[src/rtl/jstk2_spi_responder_if.sv]
// SPI pin bundle between a PmodJSTK2-style master and the joystick responder.
// The master drives the clock, select and data-out; the responder drives MISO and its pad enable.
interface jstk2_spi_responder_if;
  logic sck;
  logic cs_n;
  logic mosi;
  logic miso;
  logic miso_oe;

  modport master (output sck, output cs_n, output mosi, input miso, input miso_oe);
  modport slave  (input sck, input cs_n, input mosi, output miso, output miso_oe);
endinterface

[src/rtl/jstk2_spi_responder.sv]
// SPI mode-0 responder emulating the PmodJSTK2: reports snapshotted X/Y/buttons,
// captures the master's command bytes and decodes the set-LED command into an RGB register.
module jstk2_spi_responder #(
  parameter int          SYNC_STAGES = 2,
  parameter int          NUM_BYTES   = 5,
  parameter logic [7:0]  CMD_SET_LED = 8'h84
) (
  input  logic                 i_clk,
  input  logic                 i_rst_n,
  jstk2_spi_responder_if.slave io_spi,
  input  logic [9:0]           i_x_in,
  input  logic [9:0]           i_y_in,
  input  logic [1:0]           i_btn_in,
  output logic [7:0]           o_cmd_byte,
  output logic [23:0]          o_led_rgb,
  output logic                 o_frame_done,
  output logic                 o_frame_err
);

  localparam logic [5:0] FRAME_BITS = 6'(NUM_BYTES * 8);

  typedef enum logic [1:0] {S_IDLE, S_ACTIVE, S_CLOSE} state_t;

  // Reset asserts asynchronously but releases only on a clock edge.
  logic [1:0] r_rst_sync;
  logic       w_rst_n;

  always_ff @(posedge i_clk or negedge i_rst_n) begin
    if (!i_rst_n) r_rst_sync <= 2'b00;
    else          r_rst_sync <= {r_rst_sync[0], 1'b1};
  end
  assign w_rst_n = r_rst_sync[1];

  logic [SYNC_STAGES-1:0] r_sck_sync;
  logic [SYNC_STAGES-1:0] r_cs_sync;
  logic [SYNC_STAGES-1:0] r_mosi_sync;
  logic                   r_sck_d;
  logic                   r_cs_d;
  logic                   w_sck_s, w_cs_s, w_mosi_s;
  logic                   w_sck_rise, w_sck_fall, w_cs_fall, w_cs_rise;

  // CS_n synchroniser resets to the deselected level so reset release never looks like a frame start.
  always_ff @(posedge i_clk or negedge w_rst_n) begin
    if (!w_rst_n) begin
      r_sck_sync  <= '0;
      r_cs_sync   <= '1;
      r_mosi_sync <= '0;
      r_sck_d     <= 1'b0;
      r_cs_d      <= 1'b1;
    end else begin
      r_sck_sync  <= {r_sck_sync[SYNC_STAGES-2:0], io_spi.sck};
      r_cs_sync   <= {r_cs_sync[SYNC_STAGES-2:0], io_spi.cs_n};
      r_mosi_sync <= {r_mosi_sync[SYNC_STAGES-2:0], io_spi.mosi};
      r_sck_d     <= w_sck_s;
      r_cs_d      <= w_cs_s;
    end
  end

  assign w_sck_s    = r_sck_sync[SYNC_STAGES-1];
  assign w_cs_s     = r_cs_sync[SYNC_STAGES-1];
  assign w_mosi_s   = r_mosi_sync[SYNC_STAGES-1];
  assign w_sck_rise =  w_sck_s & ~r_sck_d;
  assign w_sck_fall = ~w_sck_s &  r_sck_d;
  assign w_cs_fall  = ~w_cs_s  &  r_cs_d;
  assign w_cs_rise  =  w_cs_s  & ~r_cs_d;

  function automatic logic [7:0] f_tx_byte(input logic [2:0] idx, input logic [9:0] x,
                                           input logic [9:0] y, input logic [1:0] btn);
    logic [7:0] b;
    b = 8'h00;
    if (int'(idx) < NUM_BYTES) begin
      case (idx)
        3'd0:    b = x[7:0];
        3'd1:    b = {6'b0, x[9:8]};
        3'd2:    b = y[7:0];
        3'd3:    b = {6'b0, y[9:8]};
        3'd4:    b = {6'b0, btn};
        default: b = 8'h00;
      endcase
    end
    return b;
  endfunction

  state_t     r_state;
  logic [9:0] r_x_shadow, r_y_shadow;
  logic [1:0] r_btn_shadow;
  logic [7:0] r_tx_shift;
  logic [2:0] r_tx_idx;
  logic [2:0] r_tx_bitpos;
  logic [5:0] r_bit_cnt;
  logic [7:0] r_rx_shift;
  logic [7:0] r_rx_buf [NUM_BYTES];
  logic       r_miso, r_miso_oe;
  logic [7:0] r_cmd_byte;
  logic [23:0] r_led_rgb;
  logic       r_frame_done, r_frame_err;

  logic [7:0] w_rx_next;
  logic [2:0] w_tx_next_idx;
  logic [7:0] w_tx_next_byte;
  logic [7:0] w_tx_first_byte;

  assign w_rx_next       = {r_rx_shift[6:0], w_mosi_s};
  assign w_tx_next_idx   = (r_tx_idx == 3'd7) ? 3'd7 : r_tx_idx + 3'd1;
  assign w_tx_next_byte  = f_tx_byte(w_tx_next_idx, r_x_shadow, r_y_shadow, r_btn_shadow);
  assign w_tx_first_byte = f_tx_byte(3'd0, i_x_in, i_y_in, i_btn_in);

  always_ff @(posedge i_clk or negedge w_rst_n) begin
    if (!w_rst_n) begin
      r_state      <= S_IDLE;
      r_x_shadow   <= '0;
      r_y_shadow   <= '0;
      r_btn_shadow <= '0;
      r_tx_shift   <= '0;
      r_tx_idx     <= '0;
      r_tx_bitpos  <= '0;
      r_bit_cnt    <= '0;
      r_rx_shift   <= '0;
      for (int i = 0; i < NUM_BYTES; i++) r_rx_buf[i] <= '0;
      r_miso       <= 1'b0;
      r_miso_oe    <= 1'b0;
      r_cmd_byte   <= '0;
      r_led_rgb    <= '0;
      r_frame_done <= 1'b0;
      r_frame_err  <= 1'b0;
    end else begin
      r_frame_done <= 1'b0;
      r_frame_err  <= 1'b0;
      case (r_state)
        S_IDLE: begin
          if (w_cs_fall) begin
            r_x_shadow   <= i_x_in;
            r_y_shadow   <= i_y_in;
            r_btn_shadow <= i_btn_in;
            r_tx_shift   <= w_tx_first_byte;
            r_miso       <= w_tx_first_byte[7];
            r_miso_oe    <= 1'b1;
            r_tx_idx     <= '0;
            r_tx_bitpos  <= '0;
            r_bit_cnt    <= '0;
            r_state      <= S_ACTIVE;
          end
        end
        S_ACTIVE: begin
          if (w_cs_rise) begin
            r_miso_oe <= 1'b0;
            r_miso    <= 1'b0;
            r_state   <= S_CLOSE;
          end else begin
            if (w_sck_rise) begin
              r_rx_shift <= w_rx_next;
              if (r_bit_cnt != 6'd63) r_bit_cnt <= r_bit_cnt + 6'd1;
              if (r_bit_cnt[2:0] == 3'd7 && int'(r_bit_cnt[5:3]) < NUM_BYTES)
                r_rx_buf[r_bit_cnt[5:3]] <= w_rx_next;
            end
            // MISO changes on the falling edge so the master samples a stable bit on the rise.
            if (w_sck_fall) begin
              if (r_tx_bitpos == 3'd7) begin
                r_tx_idx    <= w_tx_next_idx;
                r_tx_shift  <= w_tx_next_byte;
                r_miso      <= w_tx_next_byte[7];
                r_tx_bitpos <= '0;
              end else begin
                r_tx_shift  <= {r_tx_shift[6:0], 1'b0};
                r_miso      <= r_tx_shift[6];
                r_tx_bitpos <= r_tx_bitpos + 3'd1;
              end
            end
          end
        end
        S_CLOSE: begin
          if (r_bit_cnt == FRAME_BITS) begin
            r_frame_done <= 1'b1;
            r_cmd_byte   <= r_rx_buf[0];
            if (r_rx_buf[0] == CMD_SET_LED)
              r_led_rgb <= {r_rx_buf[1], r_rx_buf[2], r_rx_buf[3]};
          end else begin
            r_frame_err <= 1'b1;
          end
          r_bit_cnt   <= '0;
          r_tx_idx    <= '0;
          r_tx_bitpos <= '0;
          r_state     <= S_IDLE;
        end
        default: r_state <= S_IDLE;
      endcase
    end
  end

  assign io_spi.miso    = r_miso;
  assign io_spi.miso_oe = r_miso_oe;
  assign o_cmd_byte     = r_cmd_byte;
  assign o_led_rgb      = r_led_rgb;
  assign o_frame_done   = r_frame_done;
  assign o_frame_err    = r_frame_err;

endmodule

[src/flat_wrapper.sv]
// flat-port wrapper written by rule: the top's interface ports become plain ports
module jstk2_spi_responder_flat 
#(
  parameter int          SYNC_STAGES = 2,
  parameter int          NUM_BYTES   = 5,
  parameter logic [7:0]  CMD_SET_LED = 8'h84
)
  (i_clk, i_rst_n, i_x_in, i_y_in, i_btn_in, o_cmd_byte, o_led_rgb, o_frame_done, o_frame_err, io_spi_sck, io_spi_cs_n, io_spi_mosi, io_spi_miso, io_spi_miso_oe);
  jstk2_spi_responder_if io_spi_i ();
  input  logic i_clk;
  input  logic i_rst_n;
  input  logic [9:0] i_x_in;
  input  logic [9:0] i_y_in;
  input  logic [1:0] i_btn_in;
  output logic [7:0] o_cmd_byte;
  output logic [23:0] o_led_rgb;
  output logic o_frame_done;
  output logic o_frame_err;
  input wire logic [$bits(io_spi_i.sck)-1:0] io_spi_sck;
  input wire logic [$bits(io_spi_i.cs_n)-1:0] io_spi_cs_n;
  input wire logic [$bits(io_spi_i.mosi)-1:0] io_spi_mosi;
  output wire logic [$bits(io_spi_i.miso)-1:0] io_spi_miso;
  output wire logic [$bits(io_spi_i.miso_oe)-1:0] io_spi_miso_oe;
  assign io_spi_i.sck = io_spi_sck;
  assign io_spi_i.cs_n = io_spi_cs_n;
  assign io_spi_i.mosi = io_spi_mosi;
  assign io_spi_miso = io_spi_i.miso;
  assign io_spi_miso_oe = io_spi_i.miso_oe;
  jstk2_spi_responder #(.SYNC_STAGES(SYNC_STAGES), .NUM_BYTES(NUM_BYTES), .CMD_SET_LED(CMD_SET_LED)) u_core (.i_clk(i_clk), .i_rst_n(i_rst_n), .io_spi(io_spi_i), .i_x_in(i_x_in), .i_y_in(i_y_in), .i_btn_in(i_btn_in), .o_cmd_byte(o_cmd_byte), .o_led_rgb(o_led_rgb), .o_frame_done(o_frame_done), .o_frame_err(o_frame_err));
endmodule
[config.mk]
export PLATFORM = sky130hd
export DESIGN_NAME = jstk2_spi_responder_flat
export DESIGN_NICKNAME = d
export VERILOG_FILES = /design/src/rtl/jstk2_spi_responder_if.sv /design/src/rtl/jstk2_spi_responder.sv /design/src/flat_wrapper.sv
export SDC_FILE = /design/constraint.sdc
export NUM_CORES = 1
export LEC_CHECK = 0
export ABC_AREA = 1
export CORE_MARGIN = 4
export CORE_UTILIZATION = 38
export CTS_CLUSTER_DIAMETER = 100
export DETAILED_ROUTE_END_ITERATION = 7
export DONT_BUFFER_PORTS = 1
export PLACE_DENSITY_LB_ADDON = 0.15
export SLEW_MARGIN = 40
export SYNTH_ARGS = -nofsm -noshare
export SYNTH_HDL_FRONTEND = slang
export SYNTH_SLANG_ARGS = --single-unit
export TNS_END_PERCENT = 1
[constraint.sdc]
create_clock -name i_clk -period 5.68 [get_ports i_clk]
set_clock_uncertainty 0.15 [all_clocks]
set_input_delay 1.704 -clock i_clk [delete_from_list [all_inputs] [get_ports i_clk]]
set_output_delay 1.704 -clock i_clk [all_outputs]
set_load 0.02 [all_outputs]
==> results of run 1 <==
==> report_power, final <==
part / switching (mW) / internal (mW)
Sequential: 0.110 / 1.05
Clock: 0.367 / 0.673
Combinational: 0.276 / 0.145
==> metal layers <==
metal / global-route usage (%) / wire length (um) / part of all wire [%]
met5: 0 / 0 / 0
met4: 6.99 / 180 / 1.6
met3: 5.67 / 798 / 7.1
met2: 21.2 / 4850 / 43
met1: 20.0 / 5400 / 48
==> final timing paths <==
path | to | slack [ns] | depth (start not counted)
setup reg to reg | u_core.r_tx_shift[5] | 3.19 | 8
max in group asynchronous | u_core.o_led_rgb[4] | 4.28 | 1
min in group i_clk | u_core.r_mosi_sync[1] | 0.20 | 0
hold reg to reg | u_core.r_sck_sync[0] | 0.15 | 0
hold / removal | u_core.r_sck_sync[0] | 0.15 | 0
setup / recovery | o_led_rgb[23] | 2.93 | 0
==> layout make-up <==
class / count / area, sq um / share of cell area (%)
Sequential cell: 128 / 3210 / 51.6
Clock inverter: 6 / 82.6 / 1.33
Clock buffer: 24 / 482 / 7.74
Tap cell: 180 / 225 / 3.62
Timing Repair Buffer: 2 / 31.3 / 0.503
Inverter: 63 / 236 / 3.80
Multi-Input combinational cell: 368 / 1960 / 31.4
==> flip-flops by register name (all words and copies together), names as in the netlist, 6 cells and up <==
name and flops:
u_core.r_rx_buf 32, u_core.o_led_rgb 24, u_core.r_x_shadow 10, u_core.r_y_shadow 10
u_core.o_cmd_byte 8, u_core.r_rx_shift 7, u_core.r_tx_shift 7, u_core.r_bit_cnt 6
==> logic make-up after synthesis <==
family                   share of synthesized area (%)
AO/OA/AOI/OAI                                     11.0
multiplexers                                      3.08
buffers and inverters                             6.27
other                                           0.0683
XOR/XNOR                                         0.479
flip-flops                                        58.4
adder cells (fa/ha/maj)                           1.37
AND/OR/NAND/NOR                                   19.3
==> placed cells by master (no fill, tap or decap), types with 11 or more instances in the layout <==
master | netlist | routed
a21oi_1 | 12 | 12
clkbuf_16 | 0 | 17
dfrtp_1 | 125 | 124
inv_1 | 57 | 57
mux2_2 | 15 | 15
nand2_1 | 152 | 151
nand3_1 | 12 | 11
nand4_1 | 12 | 12
nor2_1 | 40 | 39
o21ai_0 | 31 | 31
o21ai_1 | 47 | 47
o21ai_2 | 16 | 16
==> summary.txt, run 1 <==
Run status
  – Status: complete, no violations

Global routing
  – Initial antenna violation count: 0
  – Global-route usage over all layers: 14.9%
  – Global route overflow: 0
  – First-pass GRT wire length: 19100 um
  – Largest net degree at the start of global routing: 64
  – Vias in the first global route: 3747

CTS
  – CTS tree: yes
  – CTS max path bufs: 2
  – CTS sink cnt: 128
  – H-tree depth: 4
  – Clock-pin slew on the worst setup and hold paths: 0.05 ns
  – Hold_buf cts: 0
  – Clk_lat worst skew: 0.42 ns
  – CTS root buf: clkbuf_16
  – Post-CTS Setup Repair Bufs: 0
  – Post-CTS Resized: 0
  – CTS Buf Count: 17

Timing
  – Final setup vio count: 0
  – Fmax: 0.364 GHz
  – Max_slew headroom: 59.3%
  – Hold Slack: 0.148 ns
  – Endpoints failing hold: 0
  – RSZ-0062 raised after global routing: no
  – Final min period: 2.75 ns
  – Setup slack after layout: 2.93 ns
  – Final max-slew violation count: 0
  – Final Cycle Share: 48.4%
  – Setup TNS Final: 0 ns
  – Slew @ Worst Pin: 0.609 ns

Worst setup path
  – CP Data Required Time: 3.83 ns
  – Crit path capture type: primary output
  – CP Max Fanout: 2
  – R2R Path Start: u_core.r_tx_idx[0]
  – Setup crit start kind: register
  – WS Path Type: reg2out
  – Crit path from: u_core.o_led_rgb[23]
  – Arrival time at the worst endpoint: 0.90 ns

Routing
  – Post-route antenna net violation count: 0
  – Post-DR wirelength/cell: 14.6 um
  – First-iteration detailed-routing DRC count: 290
  – DRC errors left: 0
  – Drt pass-1 iters: 4
  – Via/cell ratio: 4.88
  – Post-Route WL: 11200 um
  – DR vias: 3761

Synth
  – Synthesized Nets: 610
  – Most common cell in the netlist: nand2_1
  – Asr flop ratio synth: 100%
  – FF+latch count, synth: 128
  – EDFF count, synth: 0
  – Share of Yosys cell area claimed by the top area cell type: 57.0%
  – Most used DFF post-synth: dfrtp_1
  – Post-synth top cells: nand2_1 (152), dfrtp_1 (125), inv_1 (57)
  – Synth cell types: 29
  – Ys Warns: 0
  – Average size of a mapped cell: 9.52 sq um
  – Syn Inst Count: 577
  – Top post-synthesis cells by area: dfrtp_1 (57%), nand2_1 (10%), o21ai_1 (4.3%)
  – Synthesized area: 0.00549 sq mm
  – Register area share after synthesis: 58.4%
  – Synth area leader: dfrtp_1

Floorplan
  – Row cnt: 43
  – Die W: 128 um
  – Initial Util: 39.1%
  – # IOs: 63
  – Die Y: 128 um
  – Core area: 0.0140 sq mm
  – Die area: 0.0164 sq mm

Cells and area
  – Final core occ: 44.3%
  – Final non-filler cell total: 771
  – Final net count: 613
  – N_diodes: 0
  – Layout cells sized above 1: 14.9%
  – Fill cell count: 1372
  – Area grow syn2layout: 13.4%
  – Final instance area: 0.00622 sq mm

Place
  – Gp weighted congestion: 0.839
  – Final HPWL DP: 7730 um
  – Dpl ws: 3.22 ns
  – # port buffers: 0
  – Dpl cells: 741
  – DP Area: 0.00566 sq mm

Power and ir drop
  – Leak Pwr: 2.83 nW
  – Power Dens Cells: 420 mW/mm^2
  – Worst ir drop on vdd: 0.217 mV
  – Design Power: 2.61 mW

Min path
  – Hold/Removal Path Class: reg2async

Job
  – Max_cap viols: 0
No activity file was read; power rests on OpenSTA's default activity.
==> run 2: changes to the inputs <==
==> constraint.sdc (replaced) <==
create_clock -name i_clk -period 2.22 [get_ports i_clk]
set_clock_uncertainty 0.15 [all_clocks]
set_input_delay 0.666 -clock i_clk [delete_from_list [all_inputs] [get_ports i_clk]]
set_output_delay 0.666 -clock i_clk [all_outputs]
set_load 0.02 [all_outputs]
==> run 2 against run 1 <==
Combinational power rose to 2.8 times the previous value. Critical path type is now reg2reg. Routed wire length increased by 0.65%. Final cell count increased by 1.3%. Sequential cell count unchanged. Clock power grew to 2.7 times the previous value. Via count about the same. Global-route usage about the same. Die area stayed put. Register-to-register slack lost 3.0 ns. Worst setup slack worse by 2.7 ns. Cell area rose by 1.8%.
==> summary.txt, run 2 (synthesis gave the netlist of run 1 again) <==
Run status
  – Status: complete, no violations

Global routing
  – Initial antenna violation count: 0
  – Global route overflow: 0
  – First-pass GRT wire length: 19100 um
  – Vias in the first global route: 3709
  – Global-route usage over all layers: 14.9%
  – Largest net degree at the start of global routing: 50

CTS
  – CTS root buf: clkbuf_16
  – CTS sink cnt: 128
  – CTS Buf Count: 17
  – CTS tree: yes
  – Clk_lat worst skew: 0.41 ns
  – H-tree depth: 4
  – Clock-pin slew on the worst setup and hold paths: 0.06 ns
  – CTS max path bufs: 2

Floorplan
  – Row cnt: 43
  – Initial Util: 39.1%
  – Core area: 0.0140 sq mm
  – Die area: 0.0164 sq mm
  – Die W: 128 um
  – Die Y: 128 um
  – # IOs: 63

Power and ir drop
  – Worst ir drop on vdd: 0.552 mV
  – Clock share of power: 40.9%
  – Logic gate share of total power: 16.8%
  – Sequential Power Share: 42.3%
  – Power Dens Cells: 1090 mW/mm^2
  – Internal power: 4.94 mW
  – Leak Pwr: 2.90 nW
  – Psw: 1.94 mW
  – Sw frac: 28.3%

Place
  – DP Area: 0.00572 sq mm
  – # port buffers: 0
  – Final HPWL DP: 7850 um
  – Dpl cells: 750
  – Gp weighted congestion: 0.781

Timing
  – Endpoints failing hold: 0
  – Setup TNS Final: 0 ns
  – Final Cycle Share: 90.3%
  – Final min period: 2.00 ns
  – RSZ-0062 raised after global routing: no
  – Final max-slew violation count: 0
  – Fmax: 0.499 GHz
  – Final setup vio count: 0

Worst setup path
  – CP Data Required Time: 2.37 ns
  – Worst path slowest cell: dfrtp_1
  – Critical Path, Cell by Cell: inv_2 -> nand2_4 -> nor2_8 -> nand3_4 -> nor2_8 -> nand3_4 -> nand2_1 -> o21ai_2
  – Arrival time at the worst endpoint: 2.15 ns
  – Crit-path leading delay family: simple AND/OR/NAND/NOR gates
  – CP Max Fanout: 16
  – Crit path capture type: register
  – Largest stage delay, worst path: 0.41 ns
  – Critical path buffers and inverters: 1
  – WS Path Type: reg2reg
  – Reg2Reg Depth: 8
  – WP depth: 8
  – Setup crit start kind: register

Cells and area
  – Reg with most FFs: u_core.r_rx_buf
  – Final non-filler cell total: 781
  – Most frequent cells in the layout: nand2_1 (152), dfrtp_1 (124), inv_1 (57), o21ai_1 (47), nor2_1 (39)
  – N_diodes: 0
  – Layout cells sized above 1: 16.3%
  – Area grow syn2layout: 15.5%
  – Max reg flops: 32
  – Commonest non-fill, non-tap cell in the layout: nand2_1
  – Final net count: 623
  – Final instance area: 0.00634 sq mm
  – Final core occ: 45.1%

Job
  – Max_cap viols: 0

Routing
  – Post-route antenna net violation count: 0
  – DRC errors left: 0
  – Post-DR wirelength/cell: 14.5 um
  – Drt pass-1 iters: 5
  – First-iteration detailed-routing DRC count: 256
  – Via/cell ratio: 4.82
  – Post-Route WL: 11300 um
  – DR vias: 3763

Min path
  – Hold/Removal Path Class: in2reg
  – Hold path depth: 0
run 2: metal layers:
metal  track usage, %  share of wire [%]  wire length (um)
met1             20.5                 49              5580
met2             20.9                 44              4950
met3             6.67                6.0               679
met4             5.24               0.90               102
met5                0                  0                 0
run 2: metrics by stage:
stage	power, mW	setup slack (ns)	hold WS, ns
6_report	6.88	0.216	0.0959
4_1_cts	6.98	0.145	0.0664
5_1_grt	7.30	0.0135	0.0629
3_3_place_gp	4.07	0.167	0.131
3_5_place_dp	4.10	0.166	0.135
2_1_floorplan	3.75	0.428	0.181
run 2: power by group through the flow:
stage	Sequential [mW]	Combinational (mW)	Clock (mW)
floorplan	2.90	0.847	0
global placement	2.93	1.14	0
detailed placement	2.95	1.16	0
CTS	2.91	1.17	2.90
global route	2.95	1.34	3.01
finish	2.91	1.16	2.82
run 2: worst paths after layout:
| kind | slack (ns) | startpoint | endpoint |
|---|---|---|---|
| max | 0.22 | u_core.r_state[1] | u_core.r_rx_buf[26] |
| min | 0.1 | io_spi_cs_n | u_core.r_cs_sync[0] |
| max reg2reg | 0.22 | u_core.r_state[1] | u_core.r_rx_buf[26] |
| min reg2reg | 0.12 | u_core.r_rst_sync[1] | u_core.r_sck_sync[1] |
| max in group asynchronous | 1.16 | u_core.r_rst_sync[1] | u_core.r_cs_sync[0] |
| min in group asynchronous | 0.12 | u_core.r_rst_sync[1] | u_core.r_sck_sync[1] |
run 2: cell type report:
type                    instances  area (sq um)
clock inverters                 4          72.6
inverters                      63           236
clock buffers                  26           529
multi-input cells             368          1950
flip-flops and latches        128          3210
fillers                      1353          7700
repair buffers                 12           118
well taps                     180           225
run 2: repair_timing:
item,4_1_cts,5_1_grt
gates resized for setup,0,1
hold endpoints to repair,2,0
setup buffers,0,0
setup endpoints to repair,0,3
hold buffers,1,0
